<file path="config.mk">
export PLATFORM = sky130hd
export DESIGN_NAME = hilo_md_scheduler
export DESIGN_NICKNAME = d
export VERILOG_FILES = /design/src/rtl/hilo_md_scheduler.sv
export SDC_FILE = /design/constraint.sdc
export NUM_CORES = 1
export LEC_CHECK = 0
export ABC_AREA = 1
export BUFFER_PORTS_ARGS = -buffer_cell sky130_fd_sc_hd__buf_2
export CAP_MARGIN = 20
export CORE_MARGIN = 2
export CORE_UTILIZATION = 48
export CTS_BUF_LIST = sky130_fd_sc_hd__clkbuf_4 sky130_fd_sc_hd__clkbuf_8
export CTS_CLUSTER_SIZE = 40
export DETAILED_ROUTE_END_ITERATION = 8
export PLACE_DENSITY = 0.83
export SLEW_MARGIN = 20
export SYNTH_ARGS = -nofsm -noshare
export SYNTH_HDL_FRONTEND = slang
export SYNTH_SLANG_ARGS = --single-unit
</file>
<file path="constraint.sdc">
create_clock -name clk -period 1.75 [get_ports clk]
set_input_delay 0.35 -clock clk [delete_from_list [all_inputs] [get_ports clk]]
set_output_delay 0.35 -clock clk [all_outputs]
set_load 0.005 [all_outputs]
</file>
<file path="src/rtl/hilo_md_scheduler.sv">
// Multiply/divide sequencer: hands MULT/DIV operands to the shared unit via a
// start/done handshake, owns HI/LO, and stalls decode while the unit is busy.
module hilo_md_scheduler #(
   parameter int unsigned MAX_CYCLES = 64,
   parameter int unsigned CNT_W      = 7
) (
   input  logic        clk,
   input  logic        rst_n,
   input  logic        flush_e,
   input  logic        stall_e,
   input  logic        mult_en_e,
   input  logic        div_en_e,
   input  logic        unsigned_e,
   input  logic        hi_write_e,
   input  logic        lo_write_e,
   input  logic [31:0] src_a_e,
   input  logic [31:0] src_b_e,
   input  logic [31:0] wd_e,
   input  logic        hilo_use_d,
   output logic        md_start,
   output logic        md_is_div,
   output logic        md_unsigned,
   output logic [31:0] md_op_a,
   output logic [31:0] md_op_b,
   input  logic        md_done,
   input  logic [31:0] md_hi_in,
   input  logic [31:0] md_lo_in,
   output logic [31:0] hi_o,
   output logic [31:0] lo_o,
   output logic        busy_o,
   output logic        stall_o,
   output logic        div0_err,
   output logic        timeout_err
);

   typedef enum logic [1:0] {IDLE, START, WAIT} state_e;

   state_e           state_q, state_d;
   logic [CNT_W-1:0] cnt_q, cnt_d;
   logic [31:0]      hi_q, hi_d, lo_q, lo_d;
   logic [31:0]      op_a_q, op_a_d, op_b_q, op_b_d;
   logic             is_div_q, is_div_d, uns_q, uns_d;
   logic             div0_q, div0_d, tmo_q, tmo_d;
   logic             issue_e, md_issue, div_by_zero, move_issue;

   assign issue_e     = ~flush_e & ~stall_e;
   assign md_issue    = issue_e & (mult_en_e | div_en_e);
   assign div_by_zero = issue_e & div_en_e & (src_b_e == '0);
   assign move_issue  = issue_e & ~mult_en_e & ~div_en_e;

   // NOTE: every variable gets its hold value first, so no path through the
   // case statement can leave one unassigned and infer a latch.
   always_comb begin
      state_d  = state_q;
      cnt_d    = cnt_q;
      hi_d     = hi_q;
      lo_d     = lo_q;
      op_a_d   = op_a_q;
      op_b_d   = op_b_q;
      is_div_d = is_div_q;
      uns_d    = uns_q;
      div0_d   = div0_q;
      tmo_d    = tmo_q;
      unique case (state_q)
         IDLE: begin
            if (div_by_zero) begin
               div0_d = 1'b1;
            end else if (md_issue) begin
               op_a_d   = src_a_e;
               op_b_d   = src_b_e;
               is_div_d = div_en_e;
               uns_d    = unsigned_e;
               state_d  = START;
            end
            if (move_issue & hi_write_e) hi_d = wd_e;
            if (move_issue & lo_write_e) lo_d = wd_e;
         end
         START: begin
            cnt_d   = CNT_W'(1);
            state_d = WAIT;
         end
         WAIT: begin
            if (md_done) begin
               hi_d    = md_hi_in;
               lo_d    = md_lo_in;
               state_d = IDLE;
            end else if (cnt_q == CNT_W'(MAX_CYCLES)) begin
               // Unit never answered: abandon the op and leave HI/LO alone.
               tmo_d   = 1'b1;
               state_d = IDLE;
            end else begin
               cnt_d = cnt_q + 1'b1;
            end
         end
         default: state_d = IDLE;
      endcase
   end

   // NOTE: sequential state uses non-blocking assignments so every register
   // samples the pre-edge values regardless of statement order.
   always_ff @(posedge clk or negedge rst_n) begin
      if (!rst_n) begin
         state_q  <= IDLE;
         cnt_q    <= '0;
         hi_q     <= '0;
         lo_q     <= '0;
         op_a_q   <= '0;
         op_b_q   <= '0;
         is_div_q <= 1'b0;
         uns_q    <= 1'b0;
         div0_q   <= 1'b0;
         tmo_q    <= 1'b0;
      end else begin
         state_q  <= state_d;
         cnt_q    <= cnt_d;
         hi_q     <= hi_d;
         lo_q     <= lo_d;
         op_a_q   <= op_a_d;
         op_b_q   <= op_b_d;
         is_div_q <= is_div_d;
         uns_q    <= uns_d;
         div0_q   <= div0_d;
         tmo_q    <= tmo_d;
      end
   end

   assign md_start    = (state_q == START);
   assign md_is_div   = is_div_q;
   assign md_unsigned = uns_q;
   assign md_op_a     = op_a_q;
   assign md_op_b     = op_b_q;
   assign hi_o        = hi_q;
   assign lo_o        = lo_q;
   assign busy_o      = (state_q != IDLE);
   // The done cycle releases decode so a waiting MFHI/MFLO sees fresh HI/LO.
   assign stall_o     = busy_o & hilo_use_d & ~((state_q == WAIT) & md_done);
   assign div0_err    = div0_q;
   assign timeout_err = tmo_q;

`ifndef SYNTHESIS
   a_no_issue_while_busy: assert property (@(posedge clk) disable iff (!rst_n)
      busy_o |-> !(issue_e & (mult_en_e | div_en_e | hi_write_e | lo_write_e)));

   a_operands_stable: assert property (@(posedge clk) disable iff (!rst_n)
      (state_q == WAIT) |-> $stable({op_a_q, op_b_q, is_div_q, uns_q}));
`endif

endmodule

</file>
* Word level (Yosys, flattened, before mapping)
Index checks and enable logic that the tools add are counted.
Operators by class: multiplexer cells 14, add/subtract/negate cells 1, bitwise logic cells 19, equal/unequal tests 11, reduce and logical (&&, ||, !) cells 12
Operators by type and width (number):
- 32-bit two-way mux | 4
- 32-bit one-hot mux with 2 select lines | 2
- 32-bit zero test | 1
- 3-bit AND reduction | 6
- 7-bit two-way mux | 2
- 2-bit inequality test (second input constant) | 7
- 7-bit one-hot mux with 2 select lines | 1
- 1-bit bitwise AND | 11
- 2-bit two-way mux | 4
- 7-bit by 1-bit adder with 7-bit output (second input constant) | 1
- 7-bit == test (second input constant) | 1
- 1-bit NOT | 7
- 2-bit one-hot mux with 3 select lines | 1
- 2-bit nonzero test | 3
- 3-bit inequality test (second input constant) | 1
- 2-bit by 1-bit == test with 1-bit output (second input constant) | 1
- 2-bit == test (second input constant) | 1
- 2-bit zero test | 1
- 2-bit AND reduction | 1
- 1-bit OR | 1
Word-level totals: register bits 141, input port bits 171, word-level logic and storage cells 67

* Logic depth before layout (Yosys ltp)
word-level depth 7, gate-level depth with buffers 10, mapped depth without buffers 10

* Worst setup path after synthesis
Ideal clock, no wire load.
path type register to register, start reg state_q[0], end reg hi_q[10] (netlist: hi_o[10]), data arrival time 1.476 ns, setup slack 0.145 ns, path buffers 2, library setup time 0.129 ns, stages on the path, launching flop included 9, cells stage by stage dfrtp_1 > inv_1 > ha_1 > buf_2 > inv_1 > nand2_2 > a21oi_4 > buf_2 > a31oi_1
Between the ends: longest elaborated chain between the ends 3
RTL lines:
- start, declared | line 38 | state_e state_q, state_d;
- start signal, assigned | line 114 | state_q <= state_d;
- 2-bit == test / 2-bit zero test (equally long branches) | line 64 | unique case (state_q)
- 2-bit inequality test (no line) / 2-bit nonzero test (equally long branches)
- 3-bit AND reduction (no line)
- end signal, assigned | line 116 | hi_q <= hi_d;
- end, declared | line 40 | logic [31:0] hi_q, hi_d, lo_q, lo_d;
Several ways; a longest one is shown, not always the timed one. A chain may end at the register's enable or synchronous reset.

* Worst setup path in the final report
start reg state_q[1], end reg hi_q[9] (netlist: hi_o[9])
Same word-level chain as after synthesis.

==> flow_summary.yaml <==
clocking:
  clockRootBuffer: "clkbuf_8"
  cts_buffer_depth: 2
  numCtsBuffers: 17
  htreeDepth: 4
  tritoncts: "done"
  insertion_delay_ns: 0.43
  clock_sinks: 141
  clk_pin_slew_ns: 0.08
setup_path:
  worst_r2r_startpoint: "state_q[1]"
  start_kind: "flip-flop"
  cpMaxStageDelayCell: "dfrtp_2"
  max_stage_delay_ns: 0.44
  worst_ep_required_time_ns: 2.11
  worstPathCellList: "inv_2 -> ha_4 -> buf_6 -> nand4_1 -> a21oi_4 -> buf_12 -> clkbuf_16 -> nor2_1 -> a31oi_1"
  crit_fanout: 8
  rrSetupSlack_ns: -0.006
  r2r_cells: 9
  crit_path_end_kind: "flip-flop"
  crit_type: "flip-flop to flip-flop"
  crit_start: "state_q[1]"
  r2r_end: "hi_o[9]"
  cp-endpoint: "hi_o[9]"
  crit_arrival_ns: 2.11
global_routing:
  gr-total-overflow: 0
  antenna_found_initial: 2
  grtUsageMet3: 0.0896
  grt_pass1_wl_um: 30400
  top_usage_layer: "met2"
  grt_use_met1: 0.320
  grt_max_degree: 68
  use_met2: 0.458
  grt_pass1_vias: 6258
  gr-usage-all-layers: 0.270
placed_design:
  place.port_buffers: 305
  dp_hpwl_um: 13700
  place_area_um2: 8170
  place.gp.congestion: 0.839
synthesis:
  synth-simple-area-share: 0.303
  yosysMostFrequentCell: "nand2_1"
  netlist_top_cells_area: "dfrtp_1, nand2_1, nand4_1"
  syn_avg_cell_area_um2: 8.49
  synth_edf_count: 0
  synthXorXnorAreaFrac: 0.00275
  synth-async-reset-ratio: 1.00
  synthFlopType: "dfrtp_1"
  synth.top_cells.by_count: "nand2_1, dfrtp_1, nor2_1"
  seq_area_frac_synth: 0.554
  yosys-mux-area-fraction: 0
  synth_cells: 750
  synth_top_area_share: 0.554
  syn_area_um2: 6370
  synth-compound-area-share: 0.0786
  synth_top_area_cell: "dfrtp_1"
  synth_fa_ha_area_frac: 0.00983
  ys_types: 26
  synth_top_family_by_area: "simple AND/OR/NAND/NOR gates"
  synth_warnings: 0
  ys_ff_latch: 141
  synth_nets: 926
routing:
  ant_nets: 0
  drtPass1Iterations: 7
  finalWirelength_um: 21100
  vias: 6770
  drc_errors: 0
  viasPerCell: 5.41
  avgRoutedWirePerCell_um: 16.9
  drt_iter0_drc: 541
floorplanning:
  num_rows: 42
  ioPinCount: 306
  floorplan.initialDensity: 0.487
  core-area_um2: 13100
  die_area_um2: 14200
  die_y_um: 119
  die_w_um: 119
sta:
  slew_viol_final: 0
  hold_violations: 0
  fin_crit_sh: 1.00
  fin_ws_ns: -0.00557
  fin_skew_ns: 0.0109
  tightest_slew_ns: 0.394
  finalCriticalPeriod_ns: 1.76
  slew_headroom: 0.737
  grt_setup_unrepaired: "true"
  fmax_mhz: 570
  setup_viol: 2
outcome:
  violations: "negative setup slack"
  status: "complete, but fails checks"
finish:
  design_area_um2: 9070
  fillers: 1003
  area_growth_pct: 42.5
  drive_above_1_share: 0.402
  final_nets: 1238
power:
  peakVddDrop_v: 0.000917
  power.total_mw: 14.7
  power_density_nw_per_um2: 1620
  power.leakage_nw: 4.61
run:
  drv_cap: 0
hold_path:
  hold_path_class: "input pin to flip-flop"
[critical path: cells and delay by family (launching register included)]
family | cells | cell delay, ns
AOI/OAI and AO/OA | 2 | 0.34
adders and majority gates | 1 | 0.15
buffers and inverters | 4 | 0.54
DFF | 1 | 0.44
and+or+nand+nor | 2 | 0.20
[report_power, final]
group	internal, mW	switching, mW	total (mW)
Sequential	4.81	1.01	5.82
Clock	1.36	1.17	2.53
Combinational	2.93	3.38	6.31
[metrics by stage]
| stage | util | instances | hold slack (ns) | setup TNS, ns | setup slack (ns) |
|---|---|---|---|---|---|
| finish | 0.693 | 1251 | 0.164 | -0.00714 | -0.00557 |
| global route | 0.693 | 1251 | 0.146 | -4.10 | -0.0872 |
| CTS | 0.659 | 1236 | 0.138 | -0.0538 | -0.0524 |
| detailed placement | 0.624 | 1201 | 0.281 | -0.00136 | -0.00136 |
| global placement | 0.624 | 1201 | 0.281 | 0 | 0.0510 |
| floorplan | - | 750 | 0.0544 | 0 | 0.145 |
[sequential cells by signal (all words and copies together) (netlist names), 2 cells and up]
name     cells
state_q      2
hi_o        32
md_op_b     32
lo_o        32
md_op_a     32
cnt_q        7
[what timing repair did]
action	CTS	global route
hold endpoints to repair	33	0
buffers inserted	4	4
pin swaps	1	5
resized for setup	9	60
setup endpoints to repair	2	131
hold buffers	1	0
gates cloned	0	9
[per-layer routing]
layer  up-vias  share of wire
met5         -              0
met3        53           0.10
met2       402           0.50
met1      3169           0.37
li1       3146              -
met4         0          0.026
[worst min-delay path by stage]
stage,startpoint,end,slack (ns),cells after the start
2_1_floorplan,rst_n,cnt_q[0],0.05,0
3_3_place_gp,rst_n,md_op_b[13],0.28,1
3_5_place_dp,rst_n,md_op_b[13],0.28,1
4_1_cts,md_hi_in[3],hi_o[3],0.14,3
5_1_grt,md_lo_in[9],lo_o[9],0.15,3
6_report,md_hi_in[3],hi_o[3],0.16,3
[layout by cell type (no fill, tap or decap), drive strengths merged, types with 4 or more instances in the layout]
cell type	n
nand3	8
a31oi	64
buf	338
a21oi	4
o21ai	9
nor2	104
inv	16
nand2	265
ha	5
dfrtp	141
clkinv	5
clkbuf	28
nand4	75
[cell families after synthesis]
logic type / Yosys count
xor+xnor: 2
simple gates: 456
buf+inv: 68
fa+ha+maj: 5
flops: 141
compound gates: 78
[cell type report]
cell class | instances | area (um^2) | area share
Antenna cell | 2 | 5.00 | 0.000552
Clock inverter | 8 | 92.6 | 0.0102
Tap cell | 176 | 220 | 0.0243
Timing Repair Buffer | 345 | 2140 | 0.236
Clock buffer | 22 | 284 | 0.0313
Sequential cell | 141 | 3530 | 0.389
Multi-Input combinational cell | 541 | 2740 | 0.302
Inverter | 16 | 62.6 | 0.00690
Note: power is estimated with default switching activity, not from simulation.
